[src/rtl/llsc_monitor_pkg.sv]
`default_nettype none
// ============================================================================
// Module   : llsc_monitor_pkg
// Purpose  : Shared defaults and encodings for the LL/SC reservation monitor.
//            The optional feature macro is LLSC_TIMEOUT_EN.
// Revision : 1.0 - initial release
// ============================================================================
package llsc_monitor_pkg;

    localparam int c_DEF_NCTX      = 4;
    localparam int c_DEF_ADDR_W    = 32;
    localparam int c_DEF_GRAN_LOG2 = 2;
    localparam int c_DEF_TIMEOUT   = 255;

    localparam logic c_SC_SUCCESS = 1'b1;
    localparam logic c_SC_FAIL    = 1'b0;

    // Context index width; a single context still needs a one-bit index
    function automatic int ctx_width(input int n);
        return (n > 1) ? $clog2(n) : 1;
    endfunction

endpackage
`default_nettype wire

[src/rtl/llsc_entry.sv]
`default_nettype none
// ============================================================================
// Module   : llsc_entry
// Purpose  : One reservation context: valid bit, granule address register,
//            optional lifetime counter (LLSC_TIMEOUT_EN) and granule matches.
// Revision : 1.0 - initial release
// ============================================================================
module llsc_entry
    import llsc_monitor_pkg::*;
#(
    parameter int ADDR_W    = c_DEF_ADDR_W,
    parameter int GRAN_LOG2 = c_DEF_GRAN_LOG2,
    parameter int TIMEOUT   = c_DEF_TIMEOUT
) (
    input  logic                        clk,
    input  logic                        rst,
    input  logic                        flush,
    input  logic                        set,
    input  logic [ADDR_W-GRAN_LOG2-1:0] set_gran,
    input  logic                        clr,
    input  logic [ADDR_W-GRAN_LOG2-1:0] sc_gran,
    input  logic [ADDR_W-GRAN_LOG2-1:0] st_gran,
    output logic                        valid,
    output logic                        sc_hit,
    output logic                        st_hit
);

    logic                        r_valid;
    logic [ADDR_W-GRAN_LOG2-1:0] r_gran;

`ifdef LLSC_TIMEOUT_EN
    localparam int c_CNT_W = (TIMEOUT > 0) ? $clog2(TIMEOUT + 1) : 1;
    logic [c_CNT_W-1:0] r_cnt;

    // Lifetime counter: reload on LL, count down while the reservation lives
    always_ff @(posedge clk) begin
        if (rst || flush) begin
            r_cnt <= '0;
        end else if (set) begin
            r_cnt <= c_CNT_W'(TIMEOUT);
        end else if (clr) begin
            r_cnt <= '0;
        end else if (r_valid && (r_cnt != '0)) begin
            r_cnt <= r_cnt - c_CNT_W'(1);
        end
    end
`else
    localparam int c_unused_timeout = TIMEOUT;
`endif

    // Reservation state; priority rst > flush > LL set > clear (> expiry)
    always_ff @(posedge clk) begin
        if (rst) begin
            r_valid <= 1'b0;
            r_gran  <= '0;
        end else if (flush) begin
            r_valid <= 1'b0;
        end else if (set) begin
            r_valid <= 1'b1;
            r_gran  <= set_gran;
        end else if (clr) begin
            r_valid <= 1'b0;
        end
`ifdef LLSC_TIMEOUT_EN
        else if (r_valid && (r_cnt == c_CNT_W'(1))) begin
            r_valid <= 1'b0;
        end
`endif
    end

    assign valid  = r_valid;
    assign sc_hit = r_valid && (r_gran == sc_gran);
    assign st_hit = r_valid && (r_gran == st_gran);

endmodule
`default_nettype wire

[src/rtl/llsc_monitor.sv]
`default_nettype none
// ============================================================================
// Module   : llsc_monitor
// Purpose  : Load-linked / store-conditional reservation monitor for NCTX
//            hardware contexts with a one-cycle registered SC result.
//            Optional reservation lifetime: define LLSC_TIMEOUT_EN.
// Revision : 1.0 - initial release
// ============================================================================
module llsc_monitor
    import llsc_monitor_pkg::*;
#(
    parameter int NCTX      = c_DEF_NCTX,
    parameter int ADDR_W    = c_DEF_ADDR_W,
    parameter int GRAN_LOG2 = c_DEF_GRAN_LOG2,
    parameter int TIMEOUT   = c_DEF_TIMEOUT,
    localparam int CTX_W    = ctx_width(NCTX)
) (
    input  logic              clk,
    input  logic              rst,
    input  logic [NCTX-1:0]   flush,
    input  logic              ll_valid,
    input  logic [CTX_W-1:0]  ll_ctx,
    input  logic [ADDR_W-1:0] ll_addr,
    input  logic              sc_valid,
    input  logic [CTX_W-1:0]  sc_ctx,
    input  logic [ADDR_W-1:0] sc_addr,
    input  logic              st_valid,
    input  logic [CTX_W-1:0]  st_ctx,
    input  logic [ADDR_W-1:0] st_addr,
    output logic              sc_done,
    output logic              sc_success,
    output logic [CTX_W-1:0]  sc_done_ctx,
    output logic [NCTX-1:0]   llbit_o
);

    logic [NCTX-1:0]  w_valid;
    logic [NCTX-1:0]  w_sc_hit;
    logic [NCTX-1:0]  w_st_hit;
    logic [NCTX-1:0]  w_set;
    logic [NCTX-1:0]  w_clr;
    logic             w_sc_in_range;
    logic             w_st_in_range;
    logic             w_sc_own_hit;
    logic             w_sc_own_flush;
    logic             w_sc_ok;

    logic             r_sc_done;
    logic             r_sc_success;
    logic [CTX_W-1:0] r_sc_done_ctx;

    // SC verdict from pre-edge state and per-context set/clear requests
    always_comb begin
        w_sc_in_range  = (int'(sc_ctx) < NCTX);
        w_st_in_range  = (int'(st_ctx) < NCTX);
        w_sc_own_hit   = 1'b0;
        w_sc_own_flush = 1'b0;
        for (int i = 0; i < NCTX; i++) begin
            if (sc_ctx == CTX_W'(i)) begin
                w_sc_own_hit   = w_sc_hit[i];
                w_sc_own_flush = flush[i];
            end
        end
        // A flushed SC fails and must not disturb other reservations
        w_sc_ok = sc_valid && w_sc_in_range && !w_sc_own_flush && w_sc_own_hit;
        w_set   = '0;
        w_clr   = '0;
        for (int i = 0; i < NCTX; i++) begin
            w_set[i] = ll_valid && (ll_ctx == CTX_W'(i));
            w_clr[i] = (sc_valid && (sc_ctx == CTX_W'(i)))
                    || (w_sc_ok && (sc_ctx != CTX_W'(i)) && w_sc_hit[i])
                    || (st_valid && w_st_in_range && (st_ctx != CTX_W'(i)) && w_st_hit[i]);
        end
    end

    // Registered SC report, valid the cycle after the request
    always_ff @(posedge clk) begin
        if (rst) begin
            r_sc_done     <= 1'b0;
            r_sc_success  <= c_SC_FAIL;
            r_sc_done_ctx <= '0;
        end else begin
            r_sc_done    <= sc_valid;
            r_sc_success <= w_sc_ok ? c_SC_SUCCESS : c_SC_FAIL;
            if (sc_valid) begin
                r_sc_done_ctx <= sc_ctx;
            end
        end
    end

    for (genvar i = 0; i < NCTX; i++) begin : g_entry
        llsc_entry #(
            .ADDR_W    (ADDR_W),
            .GRAN_LOG2 (GRAN_LOG2),
            .TIMEOUT   (TIMEOUT)
        ) u_entry (
            .clk      (clk),
            .rst      (rst),
            .flush    (flush[i]),
            .set      (w_set[i]),
            .set_gran (ll_addr[ADDR_W-1:GRAN_LOG2]),
            .clr      (w_clr[i]),
            .sc_gran  (sc_addr[ADDR_W-1:GRAN_LOG2]),
            .st_gran  (st_addr[ADDR_W-1:GRAN_LOG2]),
            .valid    (w_valid[i]),
            .sc_hit   (w_sc_hit[i]),
            .st_hit   (w_st_hit[i])
        );
    end

    // Byte offsets inside a granule never take part in matching
    if (GRAN_LOG2 > 0) begin : g_unused_offset
        logic w_unused_offset;
        assign w_unused_offset = ^{ll_addr[GRAN_LOG2-1:0], sc_addr[GRAN_LOG2-1:0],
                                   st_addr[GRAN_LOG2-1:0]};
    end

    assign sc_done     = r_sc_done;
    assign sc_success  = r_sc_success;
    assign sc_done_ctx = r_sc_done_ctx;
    assign llbit_o     = w_valid;

endmodule
`default_nettype wire

[config.mk]
export PLATFORM = sky130hd
export DESIGN_NAME = llsc_monitor
export DESIGN_NICKNAME = d
export VERILOG_FILES = /design/src/rtl/llsc_monitor_pkg.sv /design/src/rtl/llsc_entry.sv /design/src/rtl/llsc_monitor.sv
export SDC_FILE = /design/constraint.sdc
export NUM_CORES = 1
export LEC_CHECK = 0
export BUFFER_PORTS_ARGS = -buffer_cell sky130_fd_sc_hd__buf_2
export CORE_ASPECT_RATIO = 0.75
export CORE_MARGIN = 2
export CORE_UTILIZATION = 55
export DETAILED_ROUTE_END_ITERATION = 6
export PLACE_DENSITY = 0.78
export SKIP_CTS_REPAIR_TIMING = 1
export SLEW_MARGIN = 10
export SYNTH_ARGS = -nofsm -noshare
export SYNTH_HDL_FRONTEND = slang
export SYNTH_HIERARCHICAL = 1
export SYNTH_SLANG_ARGS = --single-unit
[constraint.sdc]
create_clock -name clk -period 3.34 [get_ports clk]
set_clock_uncertainty 0.15 [all_clocks]
set_input_delay 0.501 -clock clk [delete_from_list [all_inputs] [get_ports clk]]
set_output_delay 0.501 -clock clk [all_outputs]
set_load 0.05 [all_outputs]
=== Yosys cells after proc, flatten, opt, wreduce, memory -nomap -nowiden ===
Cells that the tools add are included.

* Bits in registers: 128
* Bits in latches: 0
* Bits in writable memories: 0
* Memory bits (read-only): 0
* Input port bits: 111
* Output and inout bits: 8
* Logic and storage cells: 111
* Memories kept: 0

* Add/subtract/negate cells: 0
* Multipliers: 0
* Div/mod/pow operators: 0
* Order comparisons: 0
* Equality and inequality tests: 20
* Shift operators: 0
* Multiplexer cells: 17
* Bitwise operators: 4
* Reduce and logical (&&, ||, !) cells: 59

{| class="wikitable"
|+ Operators by type and width
! cell !! number
|-
| 30-bit equality test || 8
|-
| 1-bit logical AND || 34
|-
| 1-bit two-way mux || 17
|-
| 2-bit nonzero test || 6
|-
| 2-bit equality test, second input constant || 4
|-
| 1-bit logical OR || 8
|-
| 2-bit != test, second input constant || 4
|-
| 2-bit AND reduction || 4
|-
| 2-bit OR reduction || 4
|-
| 2-bit by 1-bit equality test with 1-bit output, second input constant || 2
|-
| 2-bit logical NOT || 2
|-
| 2-bit by 1-bit != test with 1-bit output, second input constant || 2
|-
| 1-bit inverter || 4
|-
| 1-bit logical NOT || 1
|}

=== Logic depth before layout (Yosys ltp) ===
Gate-level depths: netlist of the first run.

* Depth in word-level cells: 14
* Mapped depth: 10
* Gate-level depth less buffers: 10

=== Modules after synthesis ===
Netlist of the first run, hierarchy kept.

{| class="wikitable"
|+ By module, submodules not included
! module !! times used !! cells each !! area each (µm²) !! seq. area each (µm²)
|-
| llsc_entry || 4 || 215 || 1,721.7 || 620.6
|-
| llsc_monitor || 1 || 41 || 322.8 || 80.1
|}

=== Worst setup path before layout of the first run ===
OpenSTA, ideal clock, no wires.

* Path type: in2reg
* Start: input port sc_addr[7]
* End: register g_entry[0].u_entry.r_valid
* Library setup time: 0.115 ns
* Arrival time: 2.517 ns
* Required time: 3.075 ns
* Setup slack: 0.558 ns
* Stages on the path: 10
* Buffers on the path: 0
* Cell sequence: xnor2_1 > nand4_1 > or4_1 > nor4_2 > nand2b_1 > mux4_2 > o211ai_2 > inv_1 > a21oi_1 > nor3_1

* Elaborated cells on any way between the ends: 18
* Classes of those cells: eq/ne (4); mux (4); reduce/logical (10)

{| class="wikitable"
|+ RTL lines
! what !! RTL line !! RTL
|-
| start: declaration || llsc_monitor.sv:26 || <nowiki>input logic [ADDR_W-1:0] sc_addr,</nowiki>
|-
| 30-bit equality test || llsc_entry.sv:72 || <nowiki>assign sc_hit = r_valid && (r_gran == sc_gran);</nowiki>
|-
| 1-bit logical AND || llsc_entry.sv:72 ||
|-
| net w_sc_hit[3] || llsc_monitor.sv:37 || <nowiki>logic [NCTX-1:0] w_sc_hit;</nowiki>
|-
| 1-bit two-way mux || llsc_monitor.sv:58 || <nowiki>if (sc_ctx == CTX_W'(i)) begin</nowiki>
|-
| 1-bit logical AND || llsc_monitor.sv:64 || <nowiki>w_sc_ok = sc_valid && w_sc_in_range && !w_sc_own_flush && w_sc_own_hit;</nowiki>
|-
| 1-bit logical AND (2 in a row) || llsc_monitor.sv:70 || <nowiki>|| (w_sc_ok && (sc_ctx != CTX_W'(i)) && w_sc_hit[i])</nowiki>
|-
| 1-bit logical OR || llsc_monitor.sv:70 ||
|-
| 1-bit logical OR || llsc_monitor.sv:71 || <nowiki>|| (st_valid && w_st_in_range && (st_ctx != CTX_W'(i)) && w_st_hit[i]);</nowiki>
|-
| net w_clr[0] || llsc_monitor.sv:40 || <nowiki>logic [NCTX-1:0] w_clr;</nowiki>
|-
| 2-bit nonzero test (no line) || - ||
|-
| end signal: assignment || llsc_entry.sv:57 || <nowiki>r_valid <= 1'b0;</nowiki>
|-
| end signal: assignment || llsc_entry.sv:59 || <nowiki>r_valid <= 1'b1;</nowiki>
|-
| end signal: assignment || llsc_entry.sv:62 || <nowiki>r_valid <= 1'b0;</nowiki>
|-
| end: declaration || llsc_entry.sv:28 || <nowiki>logic r_valid;</nowiki>
|}

The timed path passes the listed nets, and every way through them passes these cells.
A chain may end at the register's enable or synchronous reset.

=== Final worst setup path of the first run ===
* Start: register g_entry[3].u_entry.r_gran[1]
* End: register g_entry[0].u_entry.r_valid

* Cells in the longest elaborated chain, start to end: 9

{| class="wikitable"
|+ RTL lines
! what !! RTL line !! RTL
|-
| start: declaration || llsc_entry.sv:29 || <nowiki>logic [ADDR_W-GRAN_LOG2-1:0] r_gran;</nowiki>
|-
| start signal: assignment || llsc_entry.sv:60 || <nowiki>r_gran <= set_gran;</nowiki>
|-
| 30-bit equality test || llsc_entry.sv:72 ||
|-
| 1-bit logical AND || llsc_entry.sv:72 ||
|-
| net w_sc_hit[3] || llsc_monitor.sv:37 ||
|-
| 1-bit two-way mux || llsc_monitor.sv:58 ||
|-
| 1-bit logical AND || llsc_monitor.sv:64 ||
|-
| 1-bit logical AND (2 in a row) || llsc_monitor.sv:70 ||
|-
| 1-bit logical OR || llsc_monitor.sv:70 ||
|-
| 1-bit logical OR || llsc_monitor.sv:71 ||
|-
| net w_clr[0] || llsc_monitor.sv:40 ||
|-
| 2-bit nonzero test (no line) || - ||
|}

The timed path passes the listed nets, and every way through them passes these cells.

==> flow_summary.ini, run 1 <==
[drt]
postRouteWirelength_um = 24690
first_iter_violations = 868
dr.pass1.iters = 5
wire_per_inst_um = 20.73
drc_errors = 0
detail-route-antenna-nets = 0
viasPerCell = 5.970
vias = 7110

[placement]
io_buffers = 112
preCtsSetupSlack_ns = -0.006595
gp_congestion = 0.9854
hpwl_um = 17510

[synth]
ys.flop_type = dfxtp_1
syn_area_sq_mm = 0.007209
avgSynthCellArea_sq_um = 8.002
netlist.area_leader.share_pct = 35.54
synth_seq_cells = 128
synth_top_area_cell = dfxtp_1
synthTopCellsByArea = dfxtp_1, xnor2_1, nand2_1, a21oi_1, nand4_1
postSynthCellCount = 901
synthArstFlopShare_pct = 0
yosysSeqAreaShare_pct = 35.54
synth_edf_count = 0
synthMostInstantiatedCell = nand2_1
synth_common_cells = nand2_1, xnor2_1, dfxtp_1
yosysWarnings = 6
synth.distinct_cells = 27
synth_fp_nets = 1012

[power]
combPwrFrac_pct = 12.4
ir_drop_mv = 0.4345
power_per_cell_area_mw_per_mm2 = 486.9
seqPwrFrac_pct = 38.1
clkPwrFrac_pct = 49.5
p_leak_nw = 2.818
p_int_w = 0.003145
swShare_pct = 25.21
p_sw_w = 0.001060
total_power_w = 0.004205

[timing]
setup_viol = 0
max_freq_mhz = 320.6
tightest_slew_ns = 0.7951
setup_tns_ns = 0
finalMaxSlewViolations = 0
fin_ws_ns = 0.2210
rsz0062_at_grt = false
relSlewSlack_pct = 46.76
hold_viol_final = 0
finalCritPeriodShare_pct = 93.38
min_period_ns = 3.119

[finish]
area_growth_pct = 19.78
post_route_cells_drive_above_1_share_pct = 16.76
final_nets = 1118
fill_cells = 1094
multiInputGateArea_sq_mm = 0.004503
register_area_sq_mm = 0.002562
diodes = 0

[cts]
clk_latency_ns = 0.42
cts_tree = built
cts_buffers = 17
h-tree-depth = 4
cts_buffer_depth = 2
ctsRootBufferMaster = clkbuf_16
clk_pin_slew_ns = 0.06
clkSinkCount = 128

[grt]
grt_pass1_wl_um = 37220
grt-busiest-layer = met2
antenna_found_initial = 0
grt_use_met1_pct = 48.92
overflow = 0
grt_use_total_pct = 35.81
grt_pass1_vias = 6697
grt_use_met3_pct = 7.473
use_met2_pct = 55.43
grt_max_degree = 69

[critical_path]
reg2regPathDepth = 10
cp_max_fo = 5
worstSetupPathType = reg2reg
end_kind = flop
r2r-start = g_entry[3].u_entry/r_gran[1]
r2r_slack_ns = 0.22
cp.arrival_ns = 3.24
cp-start-kind = flop
crit_required_ns = 3.46
r2r-end = g_entry[0].u_entry/valid

[run]
cap_violations = 0

[status]
status = finished clean

[floorplanning]
start_util_pct = 55.96
die_h_um = 103.2
dieArea_sq_mm = 0.01405
core_sq_mm = 0.01288
io_pins = 119
die_w_um = 136.2
row_count = 36

[hold_path]
hold_path_end = g_entry[1].u_entry/valid
holdCritPathClass = in2reg
holdPathStages = 2
hp-start = flush[1]
==> worst max path at each step <==
stage / start / end / slack, ns / cells after the start
floorplan: sc_addr[7] / g_entry[0].u_entry/valid / 0.56 / 10
global placement: sc_addr[6] / g_entry[3].u_entry/valid / 0.05 / 11
detailed placement: sc_addr[3] / g_entry[3].u_entry/valid / -0.007 / 11
CTS: g_entry[3].u_entry/r_gran[1] / g_entry[3].u_entry/valid / 0.23 / 10
global route: g_entry[3].u_entry/r_gran[1] / g_entry[3].u_entry/valid / 0.08 / 10
finish: g_entry[3].u_entry/r_gran[1] / g_entry[0].u_entry/valid / 0.22 / 10
==> flip-flops by register name (all words and copies together), names as in the netlist <==
| signal | cells |
|---|---|
| sc_success | 1 |
| sc_done_ctx | 2 |
| g_entry.u_entry/valid | 4 |
| g_entry.u_entry/r_gran | 120 |
| sc_done | 1 |
==> final cells by class <==
cell class / count / area share (%)
multi-input cells: 732 / 52.14
clock inverters: 12 / 2.391
clock buffers: 20 / 5.288
inverters: 4 / 0.1739
repair buffers: 124 / 7.853
well taps: 171 / 2.478
flip-flops and latches: 128 / 29.67
==> layout by cell type, fill, tap and decap left out, drive strengths merged <==
cell type	instances
xnor2	208
bufinv	5
nor3	4
nand4	56
buf	124
xor2	32
a31oi	1
clkinvlp	1
and3	1
nand2b	10
clkinv	5
nor4	16
a21oi	125
dfxtp	128
nor2	2
mux4	1
inv	5
mux2i	1
nand3	2
clkbuf	20
o21ai	2
o22a	1
nor2b	7
o211ai	3
or3b	1
or4	8
nand2	248
nor3b	1
and3b	2
==> power by group through the flow <==
stage               sequential (W)  combinational (W)  clock, W
CTS                        0.00160           0.000508   0.00208
global placement           0.00163           0.000494         0
finish                     0.00160           0.000522   0.00208
floorplan                  0.00163           0.000267         0
detailed placement         0.00163           0.000501         0
global route               0.00161           0.000552   0.00216
==> kinds of logic after synthesis <==
kind of cell	synth area share, %
flip-flops	35.54
XOR/XNOR	29.16
buffers and inverters	2.135
AND/OR/NAND/NOR	23.24
multiplexers	0.4512
AO/OA/AOI/OAI	9.476
==> stage by stage <==
step	instances	hold WS, ns	area [sq um]	utilization, %
6_report	1191	0.1568	8636	67.04
5_1_grt	1191	0.1480	8636	67.04
4_1_cts	1191	0.1497	8636	67.04
3_5_place_dp	1159	0.3140	7973	61.89
3_3_place_gp	1159	0.3087	7973	61.89
2_1_floorplan	901	0.3227	7209	-
==> critical path, cell delays in order (launching register included) <==
cell	delay [ns]
dfxtp_1	0.41
xnor2_1	0.16
nand4_1	0.14
or4_1	0.59
nor4_2	0.41
nand2b_1	0.09
mux4_2	0.57
o211ai_2	0.19
inv_1	0.05
a21oi_1	0.14
nor3_1	0.06
==> metal layers <==
| layer | share of wire (%) | wire [um] |
|---|---|---|
| met1 | 41 | 10130 |
| met2 | 44 | 10900 |
| met3 | 12 | 2864 |
| met4 | 3.2 | 798 |
| met5 | 0 | 0 |
Note: power is estimated with default switching activity, not from simulation.
==> inputs of run 2 (changes only) <==
--- a/config.mk
+++ b/config.mk
@@ -8,9 +8,9 @@
 export BUFFER_PORTS_ARGS = -buffer_cell sky130_fd_sc_hd__buf_2
 export CORE_ASPECT_RATIO = 0.75
 export CORE_MARGIN = 2
-export CORE_UTILIZATION = 55
+export CORE_UTILIZATION = 52
 export DETAILED_ROUTE_END_ITERATION = 6
-export PLACE_DENSITY = 0.78
+export PLACE_DENSITY = 0.77
 export SKIP_CTS_REPAIR_TIMING = 1
 export SLEW_MARGIN = 10
 export SYNTH_ARGS = -nofsm -noshare
==> constraint.sdc (replaced) <==
create_clock -name clk -period 2.6 [get_ports clk]
set_clock_uncertainty 0.15 [all_clocks]
set_input_delay 0.39 -clock clk [delete_from_list [all_inputs] [get_ports clk]]
set_output_delay 0.39 -clock clk [all_outputs]
set_load 0.05 [all_outputs]
==> run 2 against run 1 <==
The flow now finishes with violations (negative setup slack); count of clock-buffer cells in the layout increased by 3; maximum frequency rose by 8.3%; worst setup slack lost 0.50 ns; combinational power is 47% higher; global-route usage down 0.60 points; sequential power grew 28%; clock power up 6%; first-iteration DRC count is 7.7% higher; non-clock buffer count grew 105; critical path type unchanged; largest cell class unchanged.
==> flow_summary.ini, run 2 (same netlist as run 1, synthesis figures left out) <==
[status]
status = finished, violations left
failed_checks = negative setup slack

[drt]
drc_errors = 0
wire_per_inst_um = 20.53
dr.pass1.iters = 6
detail-route-antenna-nets = 0
viasPerCell = 5.711
first_iter_violations = 935
vias = 7413
postRouteWirelength_um = 26650

[timing]
rsz0062_at_grt = true
finalMaxSlewViolations = 0
tightest_slew_ns = 0.6541
setup_viol = 5
max_freq_mhz = 347.1
fin_ws_ns = -0.2808
min_period_ns = 2.881
relSlewSlack_pct = 56.30
finalCritPeriodShare_pct = 110.8
hold_viol_final = 0

[cts]
clkSinkCount = 128
h-tree-depth = 4
ctsRootBufferMaster = clkbuf_16
cts_buffers = 17
cts_tree = built
clk_pin_slew_ns = 0.05
cts_buffer_depth = 2
clk_latency_ns = 0.42

[finish]
diodes = 0
layout_commonest_cell = nand2_1
final_nets = 1223
area_growth_pct = 31.10
max_flop_register = g_entry.u_entry/r_gran
layout_common_cells = nand2_1, xnor2_1, a21oi_1
post_route_cells_drive_above_1_share_pct = 27.07
final-instance-count-excl-fill = 1298
post-route-util_pct = 69.44
fill_cells = 1067
largest_reg_flops = 120

[grt]
grt_pass1_vias = 6888
overflow = 0
grt_max_degree = 76
antenna_found_initial = 0
grt_pass1_wl_um = 39470
grt_use_total_pct = 35.21

[hold_path]
holdCritPathClass = in2reg

[placement]
io_buffers = 112
gp_congestion = 1.022
hpwl_um = 19510
placedCellCount = 1268

[floorplanning]
io_pins = 119
start_util_pct = 52.97
die_h_um = 106.0
die_w_um = 140.0
core_sq_mm = 0.01361
dieArea_sq_mm = 0.01483
row_count = 37

[power]
p_leak_nw = 3.418
ir_drop_mv = 0.5086
power_per_cell_area_mw_per_mm2 = 531.4

[critical_path]
cp-start-kind = flop
cp_max_fo = 5
worstSetupPathType = reg2reg
worst_path_max_delay_cell = or4_4
max_stage_delay_ns = 0.57
cp.arrival_ns = 3.01
cp_cell_sequence = xnor2_1 -> nand4_1 -> or4_4 -> nor4_4 -> nand2b_1 -> mux4_2 -> o211ai_2 -> inv_1 -> a21oi_2 -> nor3_1
crit_required_ns = 2.73
end_kind = flop

[run]
cap_violations = 0
## run 2: changes by cell type in the layout (fill, tap and decap cells not counted), sizes merged
cell	previous run	this run
buf	124	229
bufinv	5	1
clkbuf	20	23
inv	5	4
## run 2: final cells by class
| type | count | area (sq um) | share of cell area, % |
|---|---|---|---|
| Inverter | 4 | 15.01 | 0.1589 |
| Clock inverter | 7 | 62.56 | 0.6619 |
| Clock buffer | 23 | 467.9 | 4.951 |
| Tap cell | 175 | 219.0 | 2.317 |
| Sequential cell | 128 | 2584 | 27.34 |
| Timing Repair Buffer | 229 | 1479 | 15.65 |
| Multi-Input combinational cell | 732 | 4624 | 48.93 |
## run 2: critical path: cells and delay by family (launching register included)
kind,cells,cell delay (ns)
muxes,1,0.55
DFF,1,0.33
buffers and inverters,1,0.07
and+or+nand+nor,5,1.19
xor gates and xnor gates,1,0.14
AOI/OAI and AO/OA,2,0.31
## run 2: final timing paths
kind | from | to | slack, ns | depth (start not counted)
min reg2reg | g_entry[2].u_entry/r_gran[5] | g_entry[2].u_entry/r_gran[5] | 0.34 | 2
max | g_entry[0].u_entry/r_gran[0] | g_entry[0].u_entry/valid | -0.28 | 10
min | flush[3] | g_entry[3].u_entry/valid | 0.06 | 2
max reg2reg | g_entry[0].u_entry/r_gran[0] | g_entry[0].u_entry/valid | -0.28 | 10
## run 2: stage by stage
stage / setup WS [ns] / total power, W / hold slack (ns) / TNS (ns) / cell area [sq um]
2_1_floorplan: 0.05856 / 0.002442 / 0.3091 / 0 / 7214
3_3_place_gp: -0.3967 / 0.002803 / 0.3119 / -1.694 / 8783
6_report: -0.2808 / 0.005023 / 0.06329 / -0.9626 / 9452
4_1_cts: -0.4410 / 0.004980 / 0.06018 / -1.756 / 9314
3_5_place_dp: -0.4754 / 0.002813 / 0.3292 / -2.045 / 8783
5_1_grt: -0.3175 / 0.005154 / 0.05892 / -1.282 / 9452
## run 2: metal layers
metal,up-vias,global-route usage [%],wire [um],part of all wire [%]
li1,3430,-,-,-
met1,3438,49.38,11120,42
met2,481,54.36,11720,44
met3,64,7.568,3045,11
met4,0,11.14,756,2.8
met5,-,0,0,0
## run 2: power by group
group	switching [W]	leakage [nW]	internal, W
logic	0.000435	2.11	0.000332
registers	0.0000433	1.04	0.00201
clock network	0.000862	0.262	0.00134
total	0.00134	3.42	0.00368
